===== src/rtl/systolic_mm_array.sv =====
// rtl/systolic_mm_array.sv - parametrised N x N output-stationary systolic matrix multiplier
//
// Computes C = A * B for square N x N operands. The host streams N beats;
// beat k carries column k of A and row k of B. The block skews them internally,
// runs the PE grid for 2N-1 more cycles, then drains C one row at a time.
//
// Ports:
//   clk, reset_n          clock, asynchronous active-low reset
//   start                 begin a new product (sampled only in IDLE)
//   in_valid / in_ready   operand beat handshake (in_ready only in LOAD)
//   a_col [N*DW]          lane i = A[i][k]
//   b_row [N*DW]          lane j = B[k][j]
//   out_valid / out_ready result row handshake (out_valid only in DRAIN)
//   out_data [N*ACCW]     lane j = C[r][j]
//   out_row               row index r on out_data
//   busy                  high in any state other than IDLE
//   done                  one-cycle pulse after the last row is accepted
//
// Build option: SYSTOLIC_SIGNED_EN - when defined, operands, products and
// results are two's-complement signed; otherwise everything is unsigned.

module systolic_mm_array #(
    parameter int N    = 4,
    parameter int DW   = 8,
    parameter int ACCW = 2*DW + $clog2(N)
) (
    input  logic                 clk,
    input  logic                 reset_n,
    input  logic                 start,
    input  logic                 in_valid,
    output logic                 in_ready,
    input  logic [N*DW-1:0]      a_col,
    input  logic [N*DW-1:0]      b_row,
    output logic                 out_valid,
    input  logic                 out_ready,
    output logic [N*ACCW-1:0]    out_data,
    output logic [$clog2(N)-1:0] out_row,
    output logic                 busy,
    output logic                 done
);

    localparam int RW = $clog2(N);
    localparam int CW = $clog2(2*N);

    typedef enum logic [1:0] {
        IDLE    = 2'd0,
        LOAD    = 2'd1,
        COMPUTE = 2'd2,
        DRAIN   = 2'd3
    } state_t;

    state_t        state;
    state_t        state_nxt;
    // Shared counter: beats in LOAD, cycles in COMPUTE, rows in DRAIN.
    logic [CW-1:0] cnt;

    logic beat_acc;
    logic row_acc;
    logic load_last;
    logic comp_last;
    logic drain_last;
    logic clr;
    logic pe_en;

    assign in_ready   = (state == LOAD);
    assign out_valid  = (state == DRAIN);
    assign busy       = (state != IDLE);
    assign beat_acc   = in_valid && in_ready;
    assign row_acc    = out_valid && out_ready;
    assign load_last  = beat_acc && (cnt == CW'(N-1));
    assign comp_last  = (state == COMPUTE) && (cnt == CW'(2*N-2));
    assign drain_last = row_acc && (cnt == CW'(N-1));
    assign clr        = (state == IDLE) && start;
    // The grid only moves while operands can still be in flight; in DRAIN
    // the accumulators hold so rows read out stay stable.
    assign pe_en      = (state == LOAD) || (state == COMPUTE);

    // ------------------------------------------------------------------
    // Sequencer
    // ------------------------------------------------------------------
    always_ff @(posedge clk or negedge reset_n) begin
        if (!reset_n) begin
            state <= IDLE;
        end else begin
            state <= state_nxt;
        end
    end

    always_comb begin
        state_nxt = state;
        case (state)
            IDLE:    if (start)      state_nxt = LOAD;
            LOAD:    if (load_last)  state_nxt = COMPUTE;
            COMPUTE: if (comp_last)  state_nxt = DRAIN;
            DRAIN:   if (drain_last) state_nxt = IDLE;
            default:                 state_nxt = IDLE;
        endcase
    end

    always_ff @(posedge clk or negedge reset_n) begin
        if (!reset_n) begin
            cnt  <= '0;
            done <= 1'b0;
        end else begin
            done <= drain_last;
            if (clr) begin
                cnt <= '0;
            end else begin
                case (state)
                    LOAD:    if (beat_acc) cnt <= load_last ? '0 : cnt + CW'(1);
                    COMPUTE: cnt <= comp_last ? '0 : cnt + CW'(1);
                    DRAIN:   if (row_acc)  cnt <= drain_last ? '0 : cnt + CW'(1);
                    default: cnt <= '0;
                endcase
            end
        end
    end

    // ------------------------------------------------------------------
    // Skew and PE grid
    // ------------------------------------------------------------------
    logic [DW-1:0]     inj_a    [N];
    logic [DW-1:0]     inj_b    [N];
    logic [DW-1:0]     ent_a    [N];
    logic [DW-1:0]     ent_b    [N];
    logic [DW-1:0]     skew_a   [N][N-1];
    logic [DW-1:0]     skew_b   [N][N-1];
    logic [DW-1:0]     a_reg    [N][N];
    logic [DW-1:0]     b_reg    [N][N];
    logic [DW-1:0]     a_in     [N][N];
    logic [DW-1:0]     b_in     [N][N];
    logic [2*DW-1:0]   prod     [N][N];
    logic [ACCW-1:0]   prod_ext [N][N];
    logic [ACCW-1:0]   acc      [N][N];

    // A LOAD cycle without an accepted beat injects zeros, which add nothing
    // to any sum; A[i][k] and B[k][j] of one beat always travel i+j stages,
    // so bubbles never misalign operand pairs.
    always_comb begin
        for (int i = 0; i < N; i++) begin
            inj_a[i] = beat_acc ? a_col[i*DW +: DW] : '0;
            inj_b[i] = beat_acc ? b_row[i*DW +: DW] : '0;
        end
        ent_a[0] = inj_a[0];
        ent_b[0] = inj_b[0];
        for (int i = 1; i < N; i++) begin
            ent_a[i] = skew_a[i][i-1];
            ent_b[i] = skew_b[i][i-1];
        end
    end

    always_comb begin
        for (int i = 0; i < N; i++) begin
            a_in[i][0] = ent_a[i];
            for (int j = 1; j < N; j++) begin
                a_in[i][j] = a_reg[i][j-1];
            end
        end
        for (int j = 0; j < N; j++) begin
            b_in[0][j] = ent_b[j];
            for (int i = 1; i < N; i++) begin
                b_in[i][j] = b_reg[i-1][j];
            end
        end
    end

    always_comb begin
        for (int i = 0; i < N; i++) begin
            for (int j = 0; j < N; j++) begin
`ifdef SYSTOLIC_SIGNED_EN
                prod[i][j]     = (2*DW)'($signed(a_in[i][j])) * (2*DW)'($signed(b_in[i][j]));
                prod_ext[i][j] = ACCW'($signed(prod[i][j]));
`else
                prod[i][j]     = (2*DW)'(a_in[i][j]) * (2*DW)'(b_in[i][j]);
                prod_ext[i][j] = ACCW'(prod[i][j]);
`endif
            end
        end
    end

    always_ff @(posedge clk or negedge reset_n) begin
        if (!reset_n) begin
            for (int i = 0; i < N; i++) begin
                for (int d = 0; d < N-1; d++) begin
                    skew_a[i][d] <= '0;
                    skew_b[i][d] <= '0;
                end
                for (int j = 0; j < N; j++) begin
                    a_reg[i][j] <= '0;
                    b_reg[i][j] <= '0;
                    acc[i][j]   <= '0;
                end
            end
        end else if (clr) begin
            for (int i = 0; i < N; i++) begin
                for (int d = 0; d < N-1; d++) begin
                    skew_a[i][d] <= '0;
                    skew_b[i][d] <= '0;
                end
                for (int j = 0; j < N; j++) begin
                    a_reg[i][j] <= '0;
                    b_reg[i][j] <= '0;
                    acc[i][j]   <= '0;
                end
            end
        end else if (pe_en) begin
            for (int i = 0; i < N; i++) begin
                skew_a[i][0] <= inj_a[i];
                skew_b[i][0] <= inj_b[i];
                for (int d = 1; d < N-1; d++) begin
                    skew_a[i][d] <= skew_a[i][d-1];
                    skew_b[i][d] <= skew_b[i][d-1];
                end
                for (int j = 0; j < N; j++) begin
                    a_reg[i][j] <= a_in[i][j];
                    b_reg[i][j] <= b_in[i][j];
                    acc[i][j]   <= acc[i][j] + prod_ext[i][j];
                end
            end
        end
    end

    // ------------------------------------------------------------------
    // Result row mux
    // ------------------------------------------------------------------
    always_comb begin
        out_row  = out_valid ? cnt[RW-1:0] : '0;
        out_data = '0;
        for (int j = 0; j < N; j++) begin
            out_data[j*ACCW +: ACCW] = out_valid ? acc[cnt[RW-1:0]][j] : '0;
        end
    end

endmodule


===== config.mk =====
export PLATFORM = sky130hd
export DESIGN_NAME = systolic_mm_array
export DESIGN_NICKNAME = d
export VERILOG_FILES = /design/src/rtl/systolic_mm_array.sv
export SDC_FILE = /design/constraint.sdc
export NUM_CORES = 2
export LEC_CHECK = 0
export BUFFER_PORTS_ARGS = -buffer_cell sky130_fd_sc_hd__buf_4
export CAP_MARGIN = 10
export CORE_ASPECT_RATIO = 1.2
export CORE_MARGIN = 2
export CORE_UTILIZATION = 30
export CTS_CLUSTER_DIAMETER = 100
export DETAILED_ROUTE_END_ITERATION = 10
export GPL_ROUTABILITY_DRIVEN = 0
export GPL_TIMING_DRIVEN = 0
export MAX_ROUTING_LAYER = met4
export PLACE_DENSITY = 0.5
export SETUP_SLACK_MARGIN = 0.15
export SLEW_MARGIN = 20
export SYNTH_ARGS = -nofsm -noshare
export SYNTH_HDL_FRONTEND = slang
export SYNTH_SLANG_ARGS = --single-unit

===== constraint.sdc =====
create_clock -name clk -period 6.5 [get_ports clk]
set_input_delay 1.3 -clock clk [delete_from_list [all_inputs] [get_ports clk]]
set_output_delay 1.3 -clock clk [all_outputs]
set_load 0.1 [all_outputs]

[Word level (Yosys, flattened, before mapping)]
Cells that the tools add are included.
Word-level totals
  logic and storage cells: 157
  input port bits: 69
  register bits after elaboration: 630
Operators by class
  mux-type cells: 38
  reductions and logical operators: 12
  add/subtract/negate cells: 17
  multiply operators: 16
  eq/ne operators: 11
  order comparisons: 1
  bitwise gates (word level): 1
Operators with widths (number)
  $mux 288: 2
  $mux 128: 4
  $mux 96: 4
  $add 18x16->18: 16
  $mul 8x8->16: 16
  $bmux 72 s2: 1
  $mux 72: 2
  $mux 18: 4
  $mux 8: 8
  $mux 3: 6
  $mux 2: 5
  $pmux 3 s3: 1
  $pmux 2 s4: 1
  $logic_and 1x1->1: 6
  $ne 3x1->1 const B: 2
  $eq 2x2->1 const B: 2
  $ne 2x1->1 const B: 2
  $ne 2x2->1 const B: 2
  $reduce_and 4->1: 1
  $reduce_bool 2->1: 2
  $add 3x1->3 const B: 1
  $eq 3x2->1 const B: 1
  $eq 3x3->1 const B: 1
  $ge 3x3->1 const B: 1
  5 further kinds: 5

[Depth between registers and ports, before layout]
  depth after elaboration: 7
  mapped depth: 23
  gate-level depth less buffers: 22

[Least setup slack after synthesis]
Ideal clock, no wire load.
  kind: register -> register
  start: register state[1]
  end: register acc[287] (netlist name)
  clock period less this slack: 6063 ps
  arrival: 5983 ps
  stages on the path, launching flop included: 21
  path slack: 437 ps
  cells stage by stage: dfrtp_1 -> inv_1 -> ha_1 -> and2_1 -> clkbuf_1 -> clkbuf_1 -> nand3_1 -> fa_1 -> inv_1 -> fa_1 -> fa_1 -> inv_1 -> fa_1 -> inv_1 -> ha_1 -> a2111oi_0 -> a21oi_1 -> a31o_2 -> a41o_1 -> o311ai_0 -> mux2i_1
Between the ends
  longest elaborated chain between the ends: 7
Ends and longest elaborated chain
  from (decl): line 52  | state_t state;
  from (signal assigned): line 85  | state <= state_nxt;
  $eq 2x1->1 *: line 65  | assign in_ready = (state == LOAD);
  via in_ready: line 31  | output logic in_ready,
  $logic_and 1x1->1: line 68  | assign beat_acc = in_valid && in_ready;
  $mux 8 (on tied branches): line 141, 142
  $mul 8x8->16: line 174  | prod[i][j] = (2*DW)'(a_in[i][j]) * (2*DW)'(b_in[i][j]);
  $add 18x16->18: line 217  | acc[i][j] <= acc[i][j] + prod_ext[i][j];
  $mux 288: line 206  | end else if (pe_en) begin
  $mux 288: line 194  | end else if (clr) begin
  to (signal, indexed assignment): line 217
  to (decl): line 134  | logic [ACCW-1:0] acc [N][N];
The timed path passes the listed nets; every way through them passes the cells marked *. The select of a mux whose other input is x is not followed.
A chain may end at the register's enable or synchronous reset.

[Final worst setup path]
  start: register state[1]
  end: register acc[287] (netlist name)
Between the ends
  longest elaborated chain between the ends: 7
Ends and longest elaborated chain (line)
  $eq 2x1->1: 65, 76
  $logic_and 1x1->1: 68
  $mux 8 (on tied branches): 141, 142
  $mul 8x8->16: 174
  $add 18x16->18: 217
  $mux 288: 206
  $mux 288: 194
Parallel ways exist; a longest one is shown, timed or not. The select of a mux whose other input is x is not followed.

==> key figures <==
Synth
  • Post-synth EDFFs: 0
  • Seq cells post-synth: 582
  • Synthesis Warnings: 0
  • Syn nets: 8733
  • Post-synthesis sequential area ratio: 21.69%
  • Synthesized cell area: 0.06716 sq mm
  • Predominant post-synthesis flop cell: dfrtp_1
  • FFs w/ async S/R, synth: 100.0%
  • Cells after synthesis: 7216
  • Syn_area_per_cell: 9.307 sq um
  • Distinct cell type count after synthesis: 75

Drt
  • Vias post-DR: 49330
  • Via-to-Cell Ratio: 4.700
  • Drt drc: 0
  • Post-route ant nets: 0
  • DR iter-0 viols: 2867
  • Drt wl/cell: 21.19 um
  • Post-Route WL: 222400 um
  • 1st-pass router iterations: 8

Timing
  • Period minus WS final: 5865 ps
  • Layout Skew: 26.08 ps
  • Period utilization: 90.24%
  • Final setup viols: 0
  • RSZ-0062 raised after global routing: false
  • Fmax: 170.5 MHz
  • Least-Margin Pin Slew: 1240 ps
  • Fin Setup TNS: 0 ps
  • Final-report max-slew violation count: 0
  • Slew headroom: 17.31%
  • Endpoints failing hold: 0

Worst setup path
  • Crit path max fanout: 10
  • Crit end category: flip-flop
  • Startpoint Class: flip-flop
  • Arr. time, crit path: 6480 ps
  • Max incr delay on CP: 560 ps
  • Required time of the critical path: 7120 ps
  • CP max stage cell: fa_1
  • Crit-path cells: inv_1 -> ha_1 -> and2_1 -> clkbuf_2 -> clkbuf_2 -> nand3_1 -> fa_1 -> inv_1 -> fa_1 -> fa_1 -> inv_1 -> fa_1 -> inv_1 -> ha_1 -> o21ai_0 -> nand2_1 -> a21oi_1 -> a21oi_1 -> a31o_2 -> nand4_1 -> o311ai_0 -> mux2i_1
  • WP buf/inv: 6
  • Critical path's top delay family: adder cells
  • Kind of critical path: flip-flop to flip-flop

Placement
  • DPL Wire Length: 184700 um
  • Area post-placement: 0.07246 sq mm
  • Buffers on Ports: 143

CTS
  • Total CTS buffers: 75
  • Worst-path clk slew: 60 ps
  • Setup bufs post-CTS: 0
  • CTS max path bufs: 3
  • Num Clock Sinks: 582
  • CTS tree: done
  • Root buf cell: clkbuf_16
  • CTS H-tree depth: 3
  • Worst-skew pair later-pin latency: 710 ps

Pwr
  • Leakage: 39.36 nW
  • Peak VDD IR: 300.8 uV
  • Total power: 24.23 mW
  • Pwr/cell area: 323.4 mW/mm^2

Floorplan
  • Die Ht: 522.3 um
  • Die area: 0.2277 sq mm
  • Chip width: 435.9 um
  • Core Area: 0.2230 sq mm
  • Std cell rows: 190
  • Ports: 147
  • Initial Util: 30.12%

Run
  • Maxcap violations: 0

Global routing
  • Vias in the first global route: 51600
  • Antenna violations before repair: 20
  • Congestion Overflow GR: 0
  • First-pass GRT wire length: 334200 um
  • Largest net degree at the start of global routing: 96
  • Gr usage total: 20.29%

Cells and area
  • Fin nets: 8972
  • Share of layout cells above drive strength 1: 5.995%
  • Final instance area: 0.07493 sq mm
  • Commonest non-fill, non-tap cell in the layout: inv_1
  • Commonest non-fill, non-tap cells in the layout: inv_1, fa_1, and2_1
  • Synth-to-Final Area Change: 11.58%

Outcome
  • Outcome: finished, final reports clean

Worst hold path
  • Hold Path Class: flip-flop to flip-flop
## kinds of logic (layout without fill, tap and decap cells)
family,count (synthesis),count (layout),share of synthesized area (%)
AND/OR/NAND/NOR,1943,1943,14.13
buffers and inverters,1902,2192,10.67
adder cells (fa/ha/maj),1448,1448,35.92
AO/OA/AOI/OAI,687,687,6.854
flip-flops,582,582,21.69
multiplexers,468,468,8.322
XOR/XNOR,186,186,2.426
other,0,14,0
## flip-flops by register name (all words and copies together) (netlist names)
register and flops:
skew_a 48, done 1, b_in 96, skew_b 48, a_in 96, acc 288
state 2, cnt 3
## worst register-to-register path, delay by kind of cell, from the launching register on
family	cells	cell delay (ps)
flip-flops	1	410
AO/OA/AOI/OAI	5	1100
AND/OR/NAND/NOR	4	600
multiplexers	1	230
buffers and inverters	6	780
adder cells (fa/ha/maj)	6	2670
## path summary, 6_finish.rpt
kind / from / end / slack, ps / cells past startpoint
max reg2reg: state[1]$_DFFE_PN0P_ / acc[287]$_DFFE_PN0P_ / 630 / 22
max: state[1]$_DFFE_PN0P_ / acc[287]$_DFFE_PN0P_ / 630 / 22
min reg2reg: cnt[2]$_DFFE_PN0P_ / cnt[2]$_DFFE_PN0P_ / 510 / 2
max in group asynchronous: reset_n / acc[1]$_DFFE_PN0P_ / 4080 / 5
min: cnt[2]$_DFFE_PN0P_ / cnt[2]$_DFFE_PN0P_ / 510 / 2
min in group asynchronous: reset_n / done$_DFF_PN0_ / 600 / 2
## report_power, final
group	switching, mW	total [mW]	internal (mW)
logic	9.57	13.9	4.37
clock network	1.85	4.31	2.47
registers	1.40	5.98	4.58
## layout make-up
class / instances / area [sq um]
well taps: 2976 / 3724
inverters: 1572 / 5901
diodes: 14 / 35.03
repair buffers: 162 / 1524
clock inverters: 35 / 351.6
plain buffers: 330 / 1321
multi-input cells: 4732 / 45440
flip-flops and latches: 582 / 14560
clock buffers: 93 / 2077
fillers: 23350 / 148100
## layer usage
layer / GRT usage (%) / wire length (um) / share of wire [%] / vias to the layer above
li1: - / - / - / 22870
met1: 25.21 / 96480 / 43 / 25080
met2: 33.04 / 105100 / 47 / 1049
met3: 2.196 / 8912 / 4.0 / 331
met4: 9.689 / 11950 / 5.4 / 0
met5: - / 0 / 0 / -
## through the flow
step / std cells / hold WS (ps) / utilization (%) / worst slack, ps
floorplan: 7216 / 466.1 / - / 437.4
global placement: 10340 / 492.1 / 32.27 / -2954
detailed placement: 10350 / 495.2 / 32.50 / -241.6
CTS: 10480 / 513.6 / 33.59 / 330.3
global route: 10500 / 521.1 / 33.60 / 197.5
finish: 10500 / 510.5 / 33.60 / 634.6
## repair_timing
action                     in CTS  in global routing
setup endpoints to repair       0                  4
resized for setup               0                  9
hold buffers                    0                  0
## synth_stat cells, types with 43 or more instances
master    number  area share [%]
buf_1         45            0.25
mux4_2        72             2.4
nor2_1       539             3.0
dfrtp_1      582              22
ha_1         648              12
xnor2_1      119             1.6
a21o_1       105             1.2
mux2i_1      393             5.9
a211oi_1      48            0.54
and2_1       687             6.4
inv_1       1571             8.8
a22o_1        59            0.77
clkbuf_1     265             1.5
and3_1        54            0.50
xor2_1        67            0.87
o21ai_0      127            0.95
a21oi_1      170             1.3
fa_1         800              24
nand2_1      508             2.8
nand3_1       43            0.32
(Power assumes the default switching activity.)
